[config.mk]
export PLATFORM = sky130hd
export DESIGN_NAME = fetch_unit
export DESIGN_NICKNAME = d
export VERILOG_FILES = /design/src/rtl/fetch_unit.sv
export SDC_FILE = /design/constraint.sdc
export NUM_CORES = 1
export LEC_CHECK = 0
export CORE_ASPECT_RATIO = 2
export CORE_MARGIN = 1.5
export CORE_UTILIZATION = 30
export DETAILED_ROUTE_END_ITERATION = 10
export PLACE_DENSITY = 0.56
export REMOVE_ABC_BUFFERS = 1
export SLEW_MARGIN = 30
export SYNTH_ARGS = -nofsm -noshare
export SYNTH_HDL_FRONTEND = slang
export SYNTH_SLANG_ARGS = --single-unit
[constraint.sdc]
create_clock -name clk -period 3.2 [get_ports clk]
set_input_delay 0.96 -clock clk [delete_from_list [all_inputs] [get_ports clk]]
set_output_delay 0.96 -clock clk [all_outputs]
set_load 0.005 [all_outputs]
[src/rtl/fetch_unit.sv]
// Instruction fetch stage: one outstanding imem request, one-entry output register, redirect/kill handling.
// Optional feature macro: FETCH_MISALIGN_EN (misaligned redirect delivers a flagged NOP and halts fetch).
module fetch_unit #(
  parameter logic [31:0] RESET_PC = 32'h0000_0000
) (
  input  logic        clk,
  input  logic        reset,
  output logic        imem_req,
  output logic [31:0] imem_addr,
  input  logic        imem_ready,
  input  logic        imem_rvalid,
  input  logic [31:0] imem_rdata,
  output logic [31:0] Instr,
  output logic [31:0] PC,
  output logic [31:0] PCPlus4,
  output logic        instr_valid,
  input  logic        stall,
  input  logic        PCSrc,
  input  logic [31:0] PCTarget
`ifdef FETCH_MISALIGN_EN
  ,
  output logic        instr_misaligned
`endif
);

  // state  | meaning
  // S_REQ  | fetch_pc presented; request issued when output can take a new word
  // S_WAIT | request accepted, waiting for rvalid (dropped if r_kill set)
  typedef enum logic {
    S_REQ  = 1'b0,
    S_WAIT = 1'b1
  } state_t;

  localparam logic [31:0] NOP = 32'h0000_0013;

  state_t      r_state;
  logic [31:0] r_fetch_pc;
  logic        r_kill;
  logic [31:0] r_instr;
  logic [31:0] r_pc;
  logic [31:0] r_pcplus4;
  logic        r_instr_valid;

  logic        w_consume;
  logic        w_req;
  logic        w_halt;
  logic [31:0] w_target;

`ifdef FETCH_MISALIGN_EN
  logic r_halt;
  logic r_misaligned;
  logic w_misalign;

  assign w_target         = PCTarget;
  assign w_misalign       = |PCTarget[1:0];
  assign w_halt           = r_halt;
  assign instr_misaligned = r_misaligned;
`else
  assign w_target = {PCTarget[31:2], 2'b00};
  assign w_halt   = 1'b0;
`endif

  always_comb begin
    w_consume = r_instr_valid & ~stall;
    w_req     = (r_state == S_REQ) & ~reset & (~r_instr_valid | ~stall) & ~PCSrc & ~w_halt;
  end

  assign imem_req    = w_req;
  assign imem_addr   = r_fetch_pc;
  assign Instr       = r_instr;
  assign PC          = r_pc;
  assign PCPlus4     = r_pcplus4;
  assign instr_valid = r_instr_valid;

  always_ff @(posedge clk) begin
    if (reset) begin
      r_state       <= S_REQ;
      r_fetch_pc    <= RESET_PC;
      r_kill        <= 1'b0;
      r_instr       <= 32'h0000_0000;
      r_pc          <= RESET_PC;
      r_pcplus4     <= RESET_PC + 32'd4;
      r_instr_valid <= 1'b0;
`ifdef FETCH_MISALIGN_EN
      r_halt        <= 1'b0;
      r_misaligned  <= 1'b0;
`endif
    end else if (PCSrc) begin
      r_fetch_pc    <= w_target;
      r_instr_valid <= 1'b0;
      // A response landing in the redirect cycle is simply dropped; otherwise mark the in-flight one dead.
      if (r_state == S_WAIT) begin
        if (imem_rvalid) begin
          r_state <= S_REQ;
          r_kill  <= 1'b0;
        end else begin
          r_kill  <= 1'b1;
        end
      end
`ifdef FETCH_MISALIGN_EN
      r_halt       <= 1'b0;
      r_misaligned <= 1'b0;
      if (w_misalign) begin
        r_instr_valid <= 1'b1;
        r_misaligned  <= 1'b1;
        r_instr       <= NOP;
        r_pc          <= PCTarget;
        r_pcplus4     <= PCTarget + 32'd4;
        r_halt        <= 1'b1;
      end
`endif
    end else begin
      if (w_consume) begin
        r_instr_valid <= 1'b0;
`ifdef FETCH_MISALIGN_EN
        r_misaligned  <= 1'b0;
`endif
      end
      case (r_state)
        S_REQ: begin
          if (w_req && imem_ready) begin
            r_state <= S_WAIT;
          end
        end
        S_WAIT: begin
          if (imem_rvalid) begin
            r_state <= S_REQ;
            r_kill  <= 1'b0;
            if (!r_kill) begin
              r_instr       <= imem_rdata;
              r_pc          <= r_fetch_pc;
              r_pcplus4     <= r_fetch_pc + 32'd4;
              r_instr_valid <= 1'b1;
              r_fetch_pc    <= r_fetch_pc + 32'd4;
            end
          end
        end
        default: r_state <= S_REQ;
      endcase
    end
  end

`ifndef FETCH_MISALIGN_EN
  logic w_unused_nop;
  assign w_unused_nop = ^NOP;
`endif

endmodule

-- Yosys cells after proc, flatten, opt, wreduce, memory -nomap -nowiden
Cells that the tools add are included.
- flip-flop bits (word level): 131
- bits of input ports: 70
- bitwise gates (word level): 11
- muxes and demuxes: 17
- reduce and logical (&&, ||, !) cells: 8
- $add $sub $neg: 1
- equality and inequality tests: 1
- operators by type and width (cell ; number):
    $mux 32 ; 4
    $add 32x3->32 const B ; 1
    $mux 1 ; 12
    $not 1->1 ; 6
    $reduce_and 3->1 ; 2
    $and 1x1->1 ; 4
    $reduce_and 4->1 ; 1
    $reduce_bool 2->1 ; 2
    $ne 2x2->1 const B ; 1
    $pmux 1 s2 ; 1
    $reduce_and 2->1 ; 1
    $reduce_or 2->1 ; 1
    $logic_and 1x1->1 ; 1
    $or 1x1->1 ; 1

-- Longest topological paths before layout
Gate-level depths: netlist (run 1).
- depth in word-level cells: 8
- gate-level depth with buffers: 7

-- Worst setup path after synthesis (run 1)
No wires, ideal clock.
- path kind: input to output
- from: in reset
- to: out imem_req
- data required time: 2.240 ns
- setup slack: 0.643 ns
- stages: 2
- arrival: 1.597 ns
- path through: clkbuf_1 > a2111oi_0
- longest elaborated chain between the ends: 4
- RTL lines (what ; line ; source):
    start, declared ; 7 ; input logic reset,
    $not 1->1 ; 65 ; w_req = (r_state == S_REQ) & ~reset & (~r_instr_valid | ~stall) & ~PCSrc & ~w_halt;
    $and 1x1->1 (3 in a row) ; 65 ;
    end, declared ; 8 ; output logic imem_req,
Every way passes these cells.

-- Worst setup path in the final report (run 1)
- from: in stall
- to: out imem_req
- longest elaborated chain between the ends: 4
- RTL lines (what ; line ; source):
    start, declared ; 17 ; input logic stall,
    $not 1->1 ; 65 ;
    $or 1x1->1 ; 65 ;
    $and 1x1->1 (2 in a row) ; 65 ;
Every way passes these cells.

==> impl_results.md, run 1 <==
- Sequential fraction of the synthesis area: 0.461
- Gates resized, CTS repair: 4
- Crit path depth: 4
- Switching Share: 0.226
- EDFF count, synth: 0
- Pre-CTS setup slack: -0.198 ns
- Hold Path Depth: 2
- Setup Crit Path Kind: in2out
- Vias post-DR: around 5k
- Crit-path cells: dlygate4sd2_1 -> a2111oi_2 -> buf_4 -> clkdlybuf4s50_1
- Initial DRT Pass Iterations: 4
- Yosys reg bits: 125
- Worst VDD drop: 0.341 mV
- Worst path bufs/invs: 3
- Vias in the first global route: slightly below 5k
- Iter 0 DRT Violations: 122
- Antenna Violating Nets Remaining: 0
- Slew HR: 0.511
- Slew @ Worst Pin: around 0.73 ns
- Mux cell area share after synthesis: 0.00553
- Die footprint: between 15,000 and 20,000 µm²
- Final Net Count: 905
- Root buf cell: clkbuf_16
- First-pass GRT wire length: 27.0 mm
- Tmin final: approximately 3.1 ns
- Vias per inst: between 4 and 5
- Post-Synth XOR/XNOR Area: 0.0871
- Post-Synth Adder-Cell Area: 0.00230
- Final Worst Setup Slack: around 0.086 ns
- Share of cells above drive strength 1: 0.0744
- Worst Path Max Fanout: 2
- Fillers: ~1.8k
- Hold Crit Class: reg2reg
- Area grow syn2layout: 49.9%
- Final WL: ~17 mm
- Initial Utilization: 0.305
- Main combinational cell family by area after synthesis: simple AND/OR/NAND/NOR gates
- Tot GR Track Use: 0.182
- Die Ht: about 190 µm
- Pleak: ~2.7 nW
- Worst Skew: 0.00815 ns
- Synth unique cells: slightly above 40
- Crit path largest cell delay: 0.48 ns
- P_sw: approximately 0.9 mW
- Outcome: finished, final reports clean
- Die X: between 90 and 100 µm
- Main synth FF type: dfxtp_1
- Wire per inst: 16.0 µm
- Int Power: slightly above 3 mW
- Complex-gate fraction of the synthesized area: 0.145
- Pin count of the biggest net entering global routing: 66
- Core area: ~18,000 µm²
- Synth Area in Simple Gates: 0.245
- Worst reg-to-reg path cell count: 7
- Final Max Slew Viols: 0
- CP required: about 2.2 ns
- YS warnings: 0
- Final hold viol count: 0
- Num CTS Buffers: 17
- Power per cell area: 480 nW/µm²
- Gate power share: 0.080
- Mapped Cells: roughly 660
- Post-CTS Hold Fix Bufs: 0
- Crit-path leading delay family: buffers and inverters
- DRC viols: 0
- HPWL Detailed: 11.9 mm
- Placed Cells: 1,028
- Post-synth ARST share: 0
- I/O Buffers: 191
- Sequential power share: 0.426
- Post-layout util: 0.457
- Synth Cell Area: 5430 µm²
- Fin crit share: 0.973
- # rows: slightly below 70
- GRT overflow: 0
- Clock slew at reported path FFs: roughly 0.050 ns
- Postcts setup bufs: 0
- RD Place Congestion: between 0.7 and 0.8
- Final Instance Count excl. Fillers: ~1.1k
- Maxcap violations: 0
- Fmax: around 320 MHz
- Crit path capture type: primary output
- RSZ-0062 raised after global routing: false
- Syn avg cell area: 8.18 µm²
- Clock buffer depth: 2
- I/O Pins: 200
- Worst Path Arrival: approximately 2.2 ns
- # clock sinks: 125
- Antenna violations before repair: 1
- Proportion of power drawn by the clock network: 0.494
- # setup viols final: 0
- Worst Setup Start Kind: primary input
- Worst skew pair latency: around 0.42 ns
- H-Tree Depth: 4
- CTS tree: done
- Critical-path top delay cell: clkdlybuf4s50_1
synthesized netlist by cell type (all sizes together), types with 2 or more instances:
library cell | instances | share of area
a211oi | 47 | 0.065
xor2 | 36 | 0.058
nor3 | 11 | 0.014
nand3 | 19 | 0.023
nor4 | 5 | 0.014
buf | 19 | 0.020
o21ai | 4 | 0.0037
a21oi | 74 | 0.068
clkbuf | 45 | 0.032
nand2 | 148 | 0.10
dfxtp | 125 | 0.46
mux2i | 3 | 0.0055
inv | 3 | 0.0021
and3 | 4 | 0.0046
xnor2 | 18 | 0.029
nor2 | 65 | 0.045
or3 | 3 | 0.0035
nor2b | 2 | 0.0023
a311oi | 2 | 0.0032
and2 | 3 | 0.0035
nand4 | 16 | 0.021
path summary, 6_finish.rpt:
path                         to  slack (ns)    startpoint
hold reg to reg       Instr[30]        0.45     Instr[30]
setup reg to reg  imem_addr[30]        0.97  imem_addr[2]
hold / removal        Instr[30]        0.45     Instr[30]
setup / recovery       imem_req        0.09         stall
power groups by stage:
stage          registers [mW]  clock network [mW]  logic (mW)
2_1_floorplan            1.68                   0      0.0962
3_3_place_gp             1.70                   0       0.314
3_5_place_dp             1.70                   0       0.316
4_1_cts                  1.66                1.98       0.317
5_1_grt                  1.67                2.04       0.340
6_report                 1.66                1.93       0.312
worst reg2reg max path: cells and delay by family, from the launching register on:
| kind | cells | cell delay [ns] |
|---|---|---|
| AOI/OAI and AO/OA | 1 | 0.22 |
| and+or+nand+nor | 3 | 0.66 |
| adders and majority gates | 1 | 0.30 |
| DFF | 1 | 0.56 |
| buffers and inverters | 1 | 0.22 |
| xor gates and xnor gates | 1 | 0.18 |
cell usage in the layout, fill, tap and decap left out, types with 3 or more instances in the layout:
cell type        count
nor4_4               3
clkinv_2             5
nor2_1              64
nor3_2               5
o21ai_0              4
dfxtp_1            125
a21oi_1             74
nand4_1             15
inv_1                3
nor3_1               6
bufinv_16            3
buf_12               4
nand3_1             16
clkbuf_1             6
xnor2_1             18
xor2_1              36
a211oi_1            47
clkdlybuf4s50_1    188
mux2i_1              3
nand2_1            147
conb_1               6
buf_4               16
or3_1                3
and3_1               4
clkbuf_16           17
and2_1               3
kinds of logic after synthesis:
| logic type | count (synthesis) |
|---|---|
| multiplexers | 3 |
| XOR/XNOR | 54 |
| flip-flops | 125 |
| adder cells (fa/ha/maj) | 1 |
| other | 1 |
| buffers and inverters | 67 |
| AND/OR/NAND/NOR | 283 |
| AO/OA/AOI/OAI | 130 |
sequential cells by signal, indices dropped and copies added, names as in the netlist:
name	flops
r_state	1
r_kill	1
PC	30
PCPlus4	30
imem_addr	30
instr_valid	1
Instr	32
per-layer routing:
metal	global-route usage	vias to the layer above	wire length (µm)	share of wire
met3	0.0408	22	645	0.038
met4	0.0730	0	357	0.021
met1	0.193	2302	6580	0.39
met5	0	-	0	0
li1	-	2561	-	-
met2	0.340	131	9380	0.55
stage by stage:
step	cell area, µm²	TNS [ns]	total power [mW]	hold slack (ns)
6_report	8140	0	3.90	0.450
5_1_grt	8140	0	4.05	0.466
4_1_cts	8130	0	3.97	0.453
3_5_place_dp	7550	-0.198	2.01	0.446
3_3_place_gp	7550	-0.172	2.01	0.441
2_1_floorplan	5170	-182.04	1.78	0.447
cell type report:
type | count | area, µm² | share of cell area
well taps | 213 | 267 | 0.0328
clock inverters | 8 | 115 | 0.0141
flip-flops and latches | 125 | 2500 | 0.308
clock buffers | 24 | 462 | 0.0568
multi-input cells | 477 | 2680 | 0.329
diodes | 1 | 2.50 | 0.000308
inverters | 3 | 11.3 | 0.00138
repair buffers | 210 | 2100 | 0.258
Note: power is estimated with default switching activity, not from simulation.
==> run 2: changes to the inputs <==
--- a/config.mk
+++ b/config.mk
@@ -5,10 +5,12 @@
 export SDC_FILE = /design/constraint.sdc
 export NUM_CORES = 1
 export LEC_CHECK = 0
+export CAP_MARGIN = 20
 export CORE_ASPECT_RATIO = 2
 export CORE_MARGIN = 1.5
 export CORE_UTILIZATION = 30
 export DETAILED_ROUTE_END_ITERATION = 10
+export GPL_TIMING_DRIVEN = 0
 export PLACE_DENSITY = 0.56
 export REMOVE_ABC_BUFFERS = 1
 export SLEW_MARGIN = 30
==> impl_results.md, run 2 (same netlist as run 1, synthesis figures left out) <==
- Worst path bufs/invs: 2
- Worst skew pair latency: 0.41 ns
- Initial Utilization: 0.305
- HPWL Detailed: 11.8 mm
- # clock sinks: between 100 and 150
- DRC viols: 0
- Num CTS Buffers: 17
- First-pass GRT wire length: between 20 and 30 mm
- Worst Skew: roughly 0.0066 ns
- CP required: 2.24 ns
- Antenna Violating Nets Remaining: 0
- Critical-path top delay cell: clkdlybuf4s50_1
- Maxcap violations: 0
- Leading cell type in the layout, fill and taps excluded: clkdlybuf4s50_1
- GR Util met3: 0.0347
- Die X: slightly below 100 µm
- # setup viols final: 0
- GRT overflow: 0
- Final Instance Count excl. Fillers: 1,049
- Worst VDD drop: just over 0.3 mV
- Slew @ Worst Pin: between 0.6 and 0.7 ns
- Postcts setup bufs: 0
- Fin crit share: 0.936
- Final Max Slew Viols: 0
- Clock slew at reported path FFs: ~0.05 ns
- Crit-path cells: clkdlybuf4s50_1 -> a2111oi_2 -> dlygate4sd2_1
- Worst Path Max Fanout: 2
- Worst Path Arrival: 2.03 ns
- Tot Pwr: 3.82 mW
- Setup Crit Path Kind: in2out
- Hold Crit Class: reg2reg
- I/O Buffers: 191
- # rows: about 70
- Die Ht: 193 µm
- Crit path capture type: primary output
- Die footprint: between 15,000 and 20,000 µm²
- Initial DRT Pass Iterations: 4
- Core area: between 15,000 and 20,000 µm²
- Fmax: 334 MHz
- Root buf cell: clkbuf_16
- Vias post-DR: between 5k and 6k
- Most frequent cells in the layout: clkdlybuf4s50_1, nand2_1, dfxtp_1
- Tot GR Track Use: 0.181
- Worst Setup Start Kind: primary input
- Grt met2 use: 0.326
- I/O Pins: 200
- Vias in the first global route: 4,915
- Pleak: 2.72 nW
- Tmin final: 2.99 ns
- Pin count of the biggest net entering global routing: roughly 70
- Global route hottest layer: met2
- RD Place Congestion: slightly below 0.8
- CTS tree: done
- Power per cell area: 469 nW/µm²
- Area grow syn2layout: 49.8%
- Vias per inst: approximately 4.8
- Share of cells above drive strength 1: 0.0671
- Final Cell Area: 8130 µm²
- Crit path largest cell delay: 0.44 ns
- Crit-path leading delay family: buffers and inverters
- Post-Route Setup TNS: 0 ns
- Fillers: 1,780
- Largest register FFs: 32
- Placed Cells: between 1k and 1.5k
- Iter 0 DRT Violations: 132
- Placement Cell Area: 7570 µm²
- Outcome: finished, final reports clean
- H-Tree Depth: 4
- Final hold viol count: 0
- Slew HR: 0.549
- Final WL: approximately 17 mm
- Met1 Use GR: 0.203
- Wire per inst: approximately 16 µm
- Clock buffer depth: 2
- Antenna violations before repair: 1
- Final Net Count: between 800 and 900
- RSZ-0062 raised after global routing: false
run 2: changes by cell type in the layout (fill, tap and decap cells not counted), moves of 2 or more:
cell      before  now
buf_4         16    1
buf_16         0    5
clkbuf_1       6    3
buf_12         4    2
run 2: path summary, 6_finish.rpt:
path	from	to	slack [ns]	cells after the start
worst min register to register	Instr[8]	Instr[8]	0.45	2
worst min-delay path	Instr[8]	Instr[8]	0.45	2
worst max register to register	imem_addr[2]	PCPlus4[26]	0.79	7
worst max-delay path	stall	imem_req	0.21	3
run 2: routing by layer:
layer  part of all wire  up-vias  wire length (µm)
met5                  0        -                 0
met3              0.039       31               649
li1                   -     2548                 -
met2               0.54      124              9120
met4              0.026        0               440
met1               0.39     2324              6540
run 2: worst reg2reg max path: stages, from the launching register on:
cell and delay (ns):
dfxtp_1 0.54, ha_1 0.29, nand3_2 0.26, nor3_2 0.43, buf_4 0.27, nand4_1 0.14, xor2_1 0.18, a211oi_1 0.22
run 2: where the power goes:
part / switching, mW / internal (mW)
clock network: 0.671 / 1.17
logic: 0.122 / 0.190
registers: 0.0694 / 1.60
total: 0.862 / 2.96
run 2: layout make-up:
type	instances	area, µm²	share of cell area
repair buffers	200	2110	0.260
clock inverters	8	92.6	0.0114
clock buffers	22	464	0.0571
diodes	1	2.50	0.000308
multi-input cells	477	2680	0.330
well taps	213	267	0.0328
inverters	3	11.3	0.00138
flip-flops and latches	125	2500	0.308
run 2: per-stage QoR:
step / setup slack, ns / utilization / hold WS, ns
after CTS: 0.198 / 0.457 / 0.453
after global placement: -6.11 / 0.413 / 0.441
final: 0.206 / 0.457 / 0.450
after detailed placement: -0.685 / 0.426 / 0.445
after floorplan: -2.15 / - / 0.447
after global routing: 0.135 / 0.457 / 0.468
run 2: repair_timing:
item	in CTS	in global routing
endpoints found under the hold margin	0	0
hold buffers	0	0
setup endpoints to repair	1	0
resized for setup	6	0
==> run 3: changes to the inputs <==
--- a/config.mk
+++ b/config.mk
@@ -13,6 +13,7 @@
 export GPL_TIMING_DRIVEN = 0
 export PLACE_DENSITY = 0.56
 export REMOVE_ABC_BUFFERS = 1
+export SETUP_SLACK_MARGIN = 0.02
 export SLEW_MARGIN = 30
 export SYNTH_ARGS = -nofsm -noshare
 export SYNTH_HDL_FRONTEND = slang
==> results of run 3 <==
Final layout, timing and power as in run 2 (identical DEF).
